<file path="src/rtl/cpu_sequencer.sv">
// rtl/cpu_sequencer.sv - multi-cycle control sequencer owning the PC for the 16-bit CPU
// Optional retired-instruction counter InstrCount enabled by CPU_SEQ_PERFCNT_EN.
module cpu_sequencer #(
  parameter logic [15:0] RESET_PC = 16'h0000,
  parameter logic [15:0] PC_STEP  = 16'd2
) (
  input  logic        Clock,
  input  logic        Reset,
  input  logic [3:0]  Opcode,
  input  logic        Zero,
  input  logic [15:0] BranchOffset,
  output logic [15:0] PC,
  output logic        RegDst,
  output logic        AluSrc,
  output logic        MemToReg,
  output logic        RegWrite,
  output logic        MemRead,
  output logic        MemWrite,
  output logic [1:0]  AluOp,
  output logic        Branch,
  output logic [2:0]  State,
  output logic        Halted,
  output logic        IllegalOp
`ifdef CPU_SEQ_PERFCNT_EN
  ,
  output logic [15:0] InstrCount
`endif
);

  typedef enum logic [2:0] {
    S_FETCH  = 3'd0,
    S_DECODE = 3'd1,
    S_EXEC   = 3'd2,
    S_MEM    = 3'd3,
    S_WB     = 3'd4,
    S_HALT   = 3'd7
  } state_t;

  localparam logic [3:0] OP_R    = 4'b0000;
  localparam logic [3:0] OP_LW   = 4'b0001;
  localparam logic [3:0] OP_SW   = 4'b0010;
  localparam logic [3:0] OP_BEQ  = 4'b0011;
  localparam logic [3:0] OP_ADDI = 4'b0100;
  localparam logic [3:0] OP_HALT = 4'b1111;

  state_t      state;
  logic [3:0]  op_q;
  logic [15:0] pc_seq;
  logic        op_known;
  logic        retire;

  assign pc_seq    = PC + PC_STEP;
  assign op_known  = Opcode inside {OP_R, OP_LW, OP_SW, OP_BEQ, OP_ADDI, OP_HALT};
  assign State     = state;
  assign IllegalOp = (state == S_DECODE) && !op_known;

  // Every edge that updates the PC retires exactly one instruction.
  assign retire = ((state == S_DECODE) && !op_known) ||
                  ((state == S_EXEC) && (op_q == OP_BEQ)) ||
                  ((state == S_MEM) && (op_q != OP_LW)) ||
                  (state == S_WB);

  always_ff @(posedge Clock) begin
    if (Reset) begin
      state  <= S_FETCH;
      PC     <= RESET_PC;
      op_q   <= OP_R;
      Halted <= 1'b0;
      {RegDst, AluSrc, MemToReg, RegWrite, MemRead, MemWrite, Branch, AluOp} <= '0;
    end else begin
      case (state)
        S_FETCH: state <= S_DECODE;

        S_DECODE: begin
          op_q <= Opcode;
          if (Opcode == OP_HALT) begin
            state  <= S_HALT;
            Halted <= 1'b1;
          end else if (!op_known) begin
            state <= S_FETCH;
            PC    <= pc_seq;
          end else begin
            state  <= S_EXEC;
            RegDst <= (Opcode == OP_R);
            AluSrc <= Opcode inside {OP_LW, OP_SW, OP_ADDI};
            Branch <= (Opcode == OP_BEQ);
            AluOp  <= (Opcode == OP_R)   ? 2'b10 :
                      (Opcode == OP_BEQ) ? 2'b01 : 2'b00;
          end
        end

        S_EXEC: begin
          case (op_q)
            OP_BEQ: begin
              state <= S_FETCH;
              PC    <= Zero ? (pc_seq + BranchOffset) : pc_seq;
              {RegDst, AluSrc, MemToReg, RegWrite, MemRead, MemWrite, Branch, AluOp} <= '0;
            end
            OP_LW: begin
              state   <= S_MEM;
              MemRead <= 1'b1;
            end
            OP_SW: begin
              state    <= S_MEM;
              MemWrite <= 1'b1;
            end
            default: begin
              state    <= S_WB;
              RegWrite <= 1'b1;
            end
          endcase
        end

        S_MEM: begin
          if (op_q == OP_LW) begin
            state    <= S_WB;
            MemRead  <= 1'b0;
            RegWrite <= 1'b1;
            MemToReg <= 1'b1;
          end else begin
            state <= S_FETCH;
            PC    <= pc_seq;
            {RegDst, AluSrc, MemToReg, RegWrite, MemRead, MemWrite, Branch, AluOp} <= '0;
          end
        end

        S_WB: begin
          state <= S_FETCH;
          PC    <= pc_seq;
          {RegDst, AluSrc, MemToReg, RegWrite, MemRead, MemWrite, Branch, AluOp} <= '0;
        end

        S_HALT: state <= S_HALT;

        default: begin
          state <= S_FETCH;
          {RegDst, AluSrc, MemToReg, RegWrite, MemRead, MemWrite, Branch, AluOp} <= '0;
        end
      endcase
    end
  end

`ifdef CPU_SEQ_PERFCNT_EN
  always_ff @(posedge Clock) begin
    if (Reset) begin
      InstrCount <= 16'd0;
    end else if (retire) begin
      InstrCount <= InstrCount + 16'd1;
    end
  end
`else
  logic retire_unused;
  assign retire_unused = retire;
`endif

endmodule

</file>
<file path="config.mk">
export PLATFORM = sky130hd
export DESIGN_NAME = cpu_sequencer
export DESIGN_NICKNAME = d
export VERILOG_FILES = /design/src/rtl/cpu_sequencer.sv
export SDC_FILE = /design/constraint.sdc
export NUM_CORES = 1
export LEC_CHECK = 0
export BUFFER_PORTS_ARGS = -buffer_cell sky130_fd_sc_hd__buf_2
export CORE_AREA = 5 5 115 85
export CTS_CLUSTER_DIAMETER = 40
export DETAILED_ROUTE_END_ITERATION = 10
export DIE_AREA = 0 0 120 90
export PLACE_DENSITY = 0.56
export SLEW_MARGIN = 15
export SYNTH_ARGS = -nofsm -noshare
export SYNTH_HDL_FRONTEND = slang
export SYNTH_SLANG_ARGS = --single-unit
</file>
<file path="constraint.sdc">
create_clock -name Clock -period 3.6 [get_ports Clock]
set_input_delay 0.18 -clock Clock [delete_from_list [all_inputs] [get_ports Clock]]
set_output_delay 0.18 -clock Clock [all_outputs]
set_load 0.1 [all_outputs]
</file>
==> results.json, run 1 <==
{
  "routed_wl_um": 7270,
  "die_area_um2": 10800,
  "cts_buffers": 5,
  "drv_cap": 0,
  "ant_nets": 0,
  "synth.avg_cell_area_um2": 7.77,
  "clkSinkCount": 32,
  "async_flop_share_pct": 0,
  "cts_hold_buffers": 0,
  "startpoint_type": "flop",
  "num_antenna_cells": 0,
  "cp_top_family": "simple AND/OR/NAND/NOR gates",
  "vias": 2488,
  "status": "completed",
  "cts-root-buf": "clkbuf_16",
  "syn_nets": 374,
  "dp.cells": 476,
  "crit_buf_inv": 0,
  "pre_cts_ws_ns": 0.336,
  "initial_core_util_pct": 29.6,
  "layout.nets": 419,
  "crit_chain": "and4_1 -> and2_2 -> nand3_1 -> nor2_1 -> xor2_1 -> ha_1 -> o21ai_0 -> o21bai_1 -> nor3_1 -> a21oi_1 -> and4_4 -> or4_1 -> a21oi_1",
  "dr.pass1.iters": 4,
  "met1_usage_pct": 20.1,
  "setup_viol": 0,
  "synth.largest_area_cell": "dfxtp_1",
  "grt_usage_pct": 13.5,
  "synth-edff-count": 0,
  "holdCritPathClass": "in2reg",
  "cts_buffer_depth": 2,
  "yosysTopAreaCellShare_pct": 25.0,
  "antenna_found_initial": 0,
  "vdd_drop_max_mv": 0.186,
  "portBuffers": 52,
  "post_cts_buffers": 0,
  "yosysMostFrequentCell": "nor2_1",
  "yosysSeqAreaShare_pct": 25.0,
  "r2r_start": "PC[3]$_SDFFE_PP0P_",
  "critPathMaxStageDelay_ns": 0.46,
  "cp-end-kind": "flop",
  "ios": 53,
  "period_share_pct": 92.2,
  "worstSetupEndpoint": "PC[15]$_SDFFE_PP0P_",
  "worstPathArrival_ns": 3.51,
  "via_per_inst": 5.15,
  "overflow": 0,
  "period_needed_ns": 3.32,
  "die_h_um": 90,
  "power_density_nw_per_um2": 417,
  "worstMarginPinSlew_ns": 0.752,
  "hold_viol": 0,
  "dpl.hpwl_um": 5520,
  "cts.repair.resized": 0,
  "synthCells": 330,
  "synth_top_cells_by_area": "dfxtp_1 25%, ha_1 9.8%, a21oi_1 6.2%, xnor2_1 6.1%, nor2_1 5.7%",
  "slew_headroom_pct": 49.8,
  "yosys_warnings": 0,
  "clk_latency_ns": 0.27,
  "r2r_slack_ns": 0.28,
  "holdWs_ns": 0.246,
  "grt_use_met3_pct": 3.07,
  "rr_endpoint": "PC[15]$_SDFFE_PP0P_",
  "grt_max_degree": 34,
  "crit_required_ns": 3.79,
  "critPathSlowestCell": "or4_1",
  "cts_tree": "done",
  "drcViolationCount": 0,
  "top_usage_layer": "met1",
  "drv_slew": 0,
  "finalClockSkew_ns": 0.00681,
  "path_max_fanout": 8,
  "fin_cells": 483,
  "rows": 29,
  "core_area_um2": 8670,
  "routedWlPerCell_um": 15.0,
  "p_leak_uw": 0.00127,
  "grt_pass1_vias": 2435,
  "fmax_ghz": 0.301,
  "synth_ff_type": "dfxtp_1",
  "ys_ff_latch": 32,
  "globalplace.congestion": 0.896,
  "layout_setup_ws_ns": 0.280,
  "crit_start": "PC[3]$_SDFFE_PP0P_",
  "grtUsageMet2_pct": 19.7,
  "grt_pass1_wl_um": 12200,
  "ff2ff_path_depth": 13,
  "drive_gt1_share_pct": 20.3,
  "grt_setup_unrepaired": "false",
  "cp.depth": 13,
  "h-tree-depth": 2,
  "setup.worst_path.class": "reg2reg",
  "syn_area_um2": 2560,
  "crit_path_frequent_cell": "a21oi_1",
  "cts.reportedPaths.clkPinSlew_ns": 0.06,
  "die-width_um": 120,
  "drt_iter0_drc": 109,
  "syn_to_final_growth_pct": 17.5,
  "netlist_top_cells_count": "39 x nor2_1, 32 x a21oi_1, 32 x dfxtp_1, 32 x nand2_1, 22 x o21ai_0",
  "synthDistinctLibCells": 56,
  "setup_tns_ns": 0
}
metrics by stage:
stage	utilization, %	cell area (um^2)	power (uW)
after detailed placement	33.2	2880	855
after global placement	33.2	2880	851
after global routing	34.8	3010	1320
after CTS	34.8	3010	1270
final	34.8	3010	1260
after floorplan	-	2570	772
area by class of cell:
type | count | area (um^2)
multi-input cells | 277 | 1800
flip-flops and latches | 32 | 648
repair buffers | 55 | 283
clock buffers | 6 | 129
clock inverters | 1 | 5.00
well taps | 108 | 135
inverters | 4 | 15.0
fillers | 918 | 5660
per-layer routing:
layer | routed length (um) | part of all wire [%]
met5 | 0 | 0
met4 | 33 | 0.45
met3 | 456 | 6.3
met1 | 3690 | 51
met2 | 3090 | 43
tightest hold or removal path: cells and delay by family:
kind,cells,cell delay [ns]
buffers and inverters,1,0.13
muxes,1,0.08
and+or+nand+nor,1,0.08
how the worst min path moves through the flow:
stage                                      from                     to  slack [ns]  cells after the start
after floorplan                       Opcode[0]   op_q[0]$_SDFFE_PP0P_        0.32                      2
after detailed placement    AluSrc$_SDFFE_PP0P_    AluSrc$_SDFFE_PP0P_        0.44                      2
final                                 Opcode[3]   op_q[3]$_SDFFE_PP0P_        0.25                      3
after global placement    AluOp[0]$_SDFFE_PP0P_  AluOp[0]$_SDFFE_PP0P_        0.44                      2
after CTS                             Opcode[3]   op_q[3]$_SDFFE_PP0P_        0.24                      3
after global routing                  Opcode[0]   op_q[0]$_SDFFE_PP0P_        0.27                      3
layout by cell type, fill, tap and decap left out, types with 3 or more instances in the layout:
cell type,count
nor3_1,11
dfxtp_1,26
a311oi_1,3
inv_1,4
xor2_1,8
buf_4,3
and3_1,4
buf_2,52
mux2i_1,6
o21ai_0,22
nand4_1,7
a21oi_1,32
o21a_1,6
nand3_1,12
a211oi_1,8
clkbuf_16,5
dfxtp_2,6
a31oi_1,4
nand2_1,32
xnor2_1,18
nor2_1,39
ha_1,20
state kept, by name (all words and copies together), names as in the netlist:
name	count
Branch	1
AluOp	1
State	3
MemRead	1
MemWrite	1
PC	16
MemToReg	1
Halted	1
RegWrite	1
RegDst	1
op_q	4
AluSrc	1
logic make-up (layout without fill, tap and decap cells):
| group | count (synthesis) | in the layout | share of synthesized area [%] |
|---|---|---|---|
| AOI/OAI and AO/OA | 98 | 98 | 24.0 |
| xor gates and xnor gates | 26 | 26 | 8.88 |
| adders and majority gates | 21 | 21 | 10.5 |
| buffers and inverters | 21 | 66 | 5.12 |
| DFF | 32 | 32 | 25.0 |
| muxes | 6 | 6 | 2.34 |
| and+or+nand+nor | 126 | 126 | 24.1 |
power by group:
| group | internal (uW) | switching (uW) |
|---|---|---|
| Sequential | 378 | 33.9 |
| Combinational | 129 | 308 |
| Clock | 251 | 155 |
| Total | 758 | 498 |
(Power assumes the default switching activity.)
==> run 2: changes to the inputs <==
Settings changed: BUFFER_PORTS_ARGS -buffer_cell sky130_fd_sc_hd__buf_2 to -buffer_cell sky130_fd_sc_hd__clkbuf_2.
==> results.json, run 2 (same netlist as run 1, synthesis figures left out) <==
{
  "post_cts_buffers": 0,
  "initial_core_util_pct": 29.6,
  "cts.repair.resized": 0,
  "ios": 53,
  "globalplace.congestion": 0.895,
  "routedWlPerCell_um": 14.4,
  "top_register": "PC",
  "power_density_nw_per_um2": 413,
  "core_area_um2": 8670,
  "num_antenna_cells": 0,
  "p_leak_uw": 0.00125,
  "largest_reg_flops": 16,
  "drt_iter0_drc": 102,
  "hp-start": "Opcode[3]",
  "fmax_ghz": 0.313,
  "routed_wl_um": 6950,
  "dr.pass1.iters": 4,
  "path_max_fanout": 8,
  "period_needed_ns": 3.19,
  "slew_headroom_pct": 49.0,
  "grt_pass1_wl_um": 11400,
  "rr_endpoint": "PC[15]$_SDFFE_PP0P_",
  "worstPathArrival_ns": 3.38,
  "cts.reportedPaths.clkPinSlew_ns": 0.05,
  "finalPower_uw": 1240,
  "grt_pass1_vias": 2289,
  "rows": 29,
  "holdCritPathClass": "in2reg",
  "die-width_um": 120,
  "cp-end-kind": "flop",
  "critPathMaxStageDelay_ns": 0.46,
  "setup_tns_ns": 0,
  "grt_usage_pct": 12.8,
  "ant_nets": 0,
  "crit_required_ns": 3.79,
  "overflow": 0,
  "clkSinkCount": 32,
  "cp_top_family": "simple AND/OR/NAND/NOR gates",
  "dpl.hpwl_um": 5410,
  "r2r_slack_ns": 0.41,
  "vdd_drop_max_mv": 0.138,
  "drv_slew": 0,
  "crit_start": "PC[3]$_SDFFE_PP0P_",
  "cts_tree": "done",
  "setup_viol": 0,
  "cts_buffer_depth": 2,
  "setup.worst_path.class": "reg2reg",
  "critPathSlowestCell": "or4_1",
  "final_common_cell": "clkbuf_2",
  "antenna_found_initial": 0,
  "status": "completed",
  "final_cell_mix": "52 x clkbuf_2, 39 x nor2_1, 32 x nand2_1, 32 x a21oi_1, 26 x dfxtp_1",
  "portBuffers": 52,
  "ff2ff_path_depth": 13,
  "worstMarginPinSlew_ns": 0.766,
  "hold_viol": 0,
  "period_share_pct": 88.7,
  "drive_gt1_share_pct": 20.3,
  "crit_chain": "and4_1 -> and2_2 -> nand3_1 -> nor2_1 -> xor2_1 -> ha_1 -> o21ai_0 -> o21bai_1 -> nor3_1 -> a21oi_1 -> and4_4 -> or4_1 -> a21oi_1",
  "crit_path_frequent_cell": "a21oi_1",
  "cts-root-buf": "clkbuf_16",
  "die_h_um": 90,
  "crit_buf_inv": 0,
  "grt_setup_unrepaired": "false",
  "via_per_inst": 5.20,
  "cts_hold_buffers": 0,
  "layout.nets": 419,
  "grt_max_degree": 34,
  "finalClockSkew_ns": 0.00503,
  "cts_buffers": 5,
  "vias": 2510,
  "die_area_um2": 10800,
  "drv_cap": 0,
  "syn_to_final_growth_pct": 17.5,
  "cp.depth": 13,
  "r2r_start": "PC[3]$_SDFFE_PP0P_",
  "startpoint_type": "flop",
  "drcViolationCount": 0,
  "clk_latency_ns": 0.27,
  "worstSetupEndpoint": "PC[15]$_SDFFE_PP0P_",
  "h-tree-depth": 2
}
run 2: cell count changes in the layout (fill, tap and decap cells not counted):
cell      change
buf_2        -52
clkbuf_2     +52
run 2: report_power, final:
group | switching, uW | leakage [uW] | internal (uW)
sequential | 33.5 | 0.000263 | 378
clock | 146 | 0.0000667 | 251
combinational | 307 | 0.000922 | 128
run 2: metrics by stage:
stage | area [um^2] | setup WS (ns) | hold WS, ns | std cells | util, %
6_report | 3010 | 0.405 | 0.257 | 483 | 34.8
5_1_grt | 3010 | 0.163 | 0.258 | 483 | 34.8
4_1_cts | 3010 | 0.418 | 0.236 | 483 | 34.8
3_5_place_dp | 2880 | 0.439 | 0.444 | 476 | 33.2
3_3_place_gp | 2880 | 0.493 | 0.438 | 476 | 33.2
2_1_floorplan | 2570 | 0.0247 | 0.324 | 330 | -
run 2: final cells by class:
class | count | area (um^2)
clock buffer | 6 | 129
inverter | 4 | 15.0
clock inverter | 1 | 5.00
multi-input combinational | 277 | 1800
sequential | 32 | 648
timing repair buffer | 55 | 283
tap | 108 | 135
fill | 935 | 5660
run 2: metal layers:
metal	part of all wire, %	wire, um	vias up	global-route usage (%)
met1	52	3590	1142	19.3
met2	40	2800	59	17.9
met3	7.2	501	7	3.14
met4	0.92	64	0	3.15
li1	-	-	1302	-
met5	0	0	-	0
run 2: how the worst min path moves through the flow:
stage                                 end  depth (start not counted)
CTS                  op_q[3]$_SDFFE_PP0P_                          3
global placement    AluOp[0]$_SDFFE_PP0P_                          2
floorplan            op_q[0]$_SDFFE_PP0P_                          2
finish               op_q[3]$_SDFFE_PP0P_                          3
detailed placement    AluSrc$_SDFFE_PP0P_                          2
global route         op_q[3]$_SDFFE_PP0P_                          3
run 2: worst min-delay path: cells and delay by family:
kind / cells / cell delay, ns
muxes: 1 / 0.09
buffers and inverters: 1 / 0.14
and+or+nand+nor: 1 / 0.08
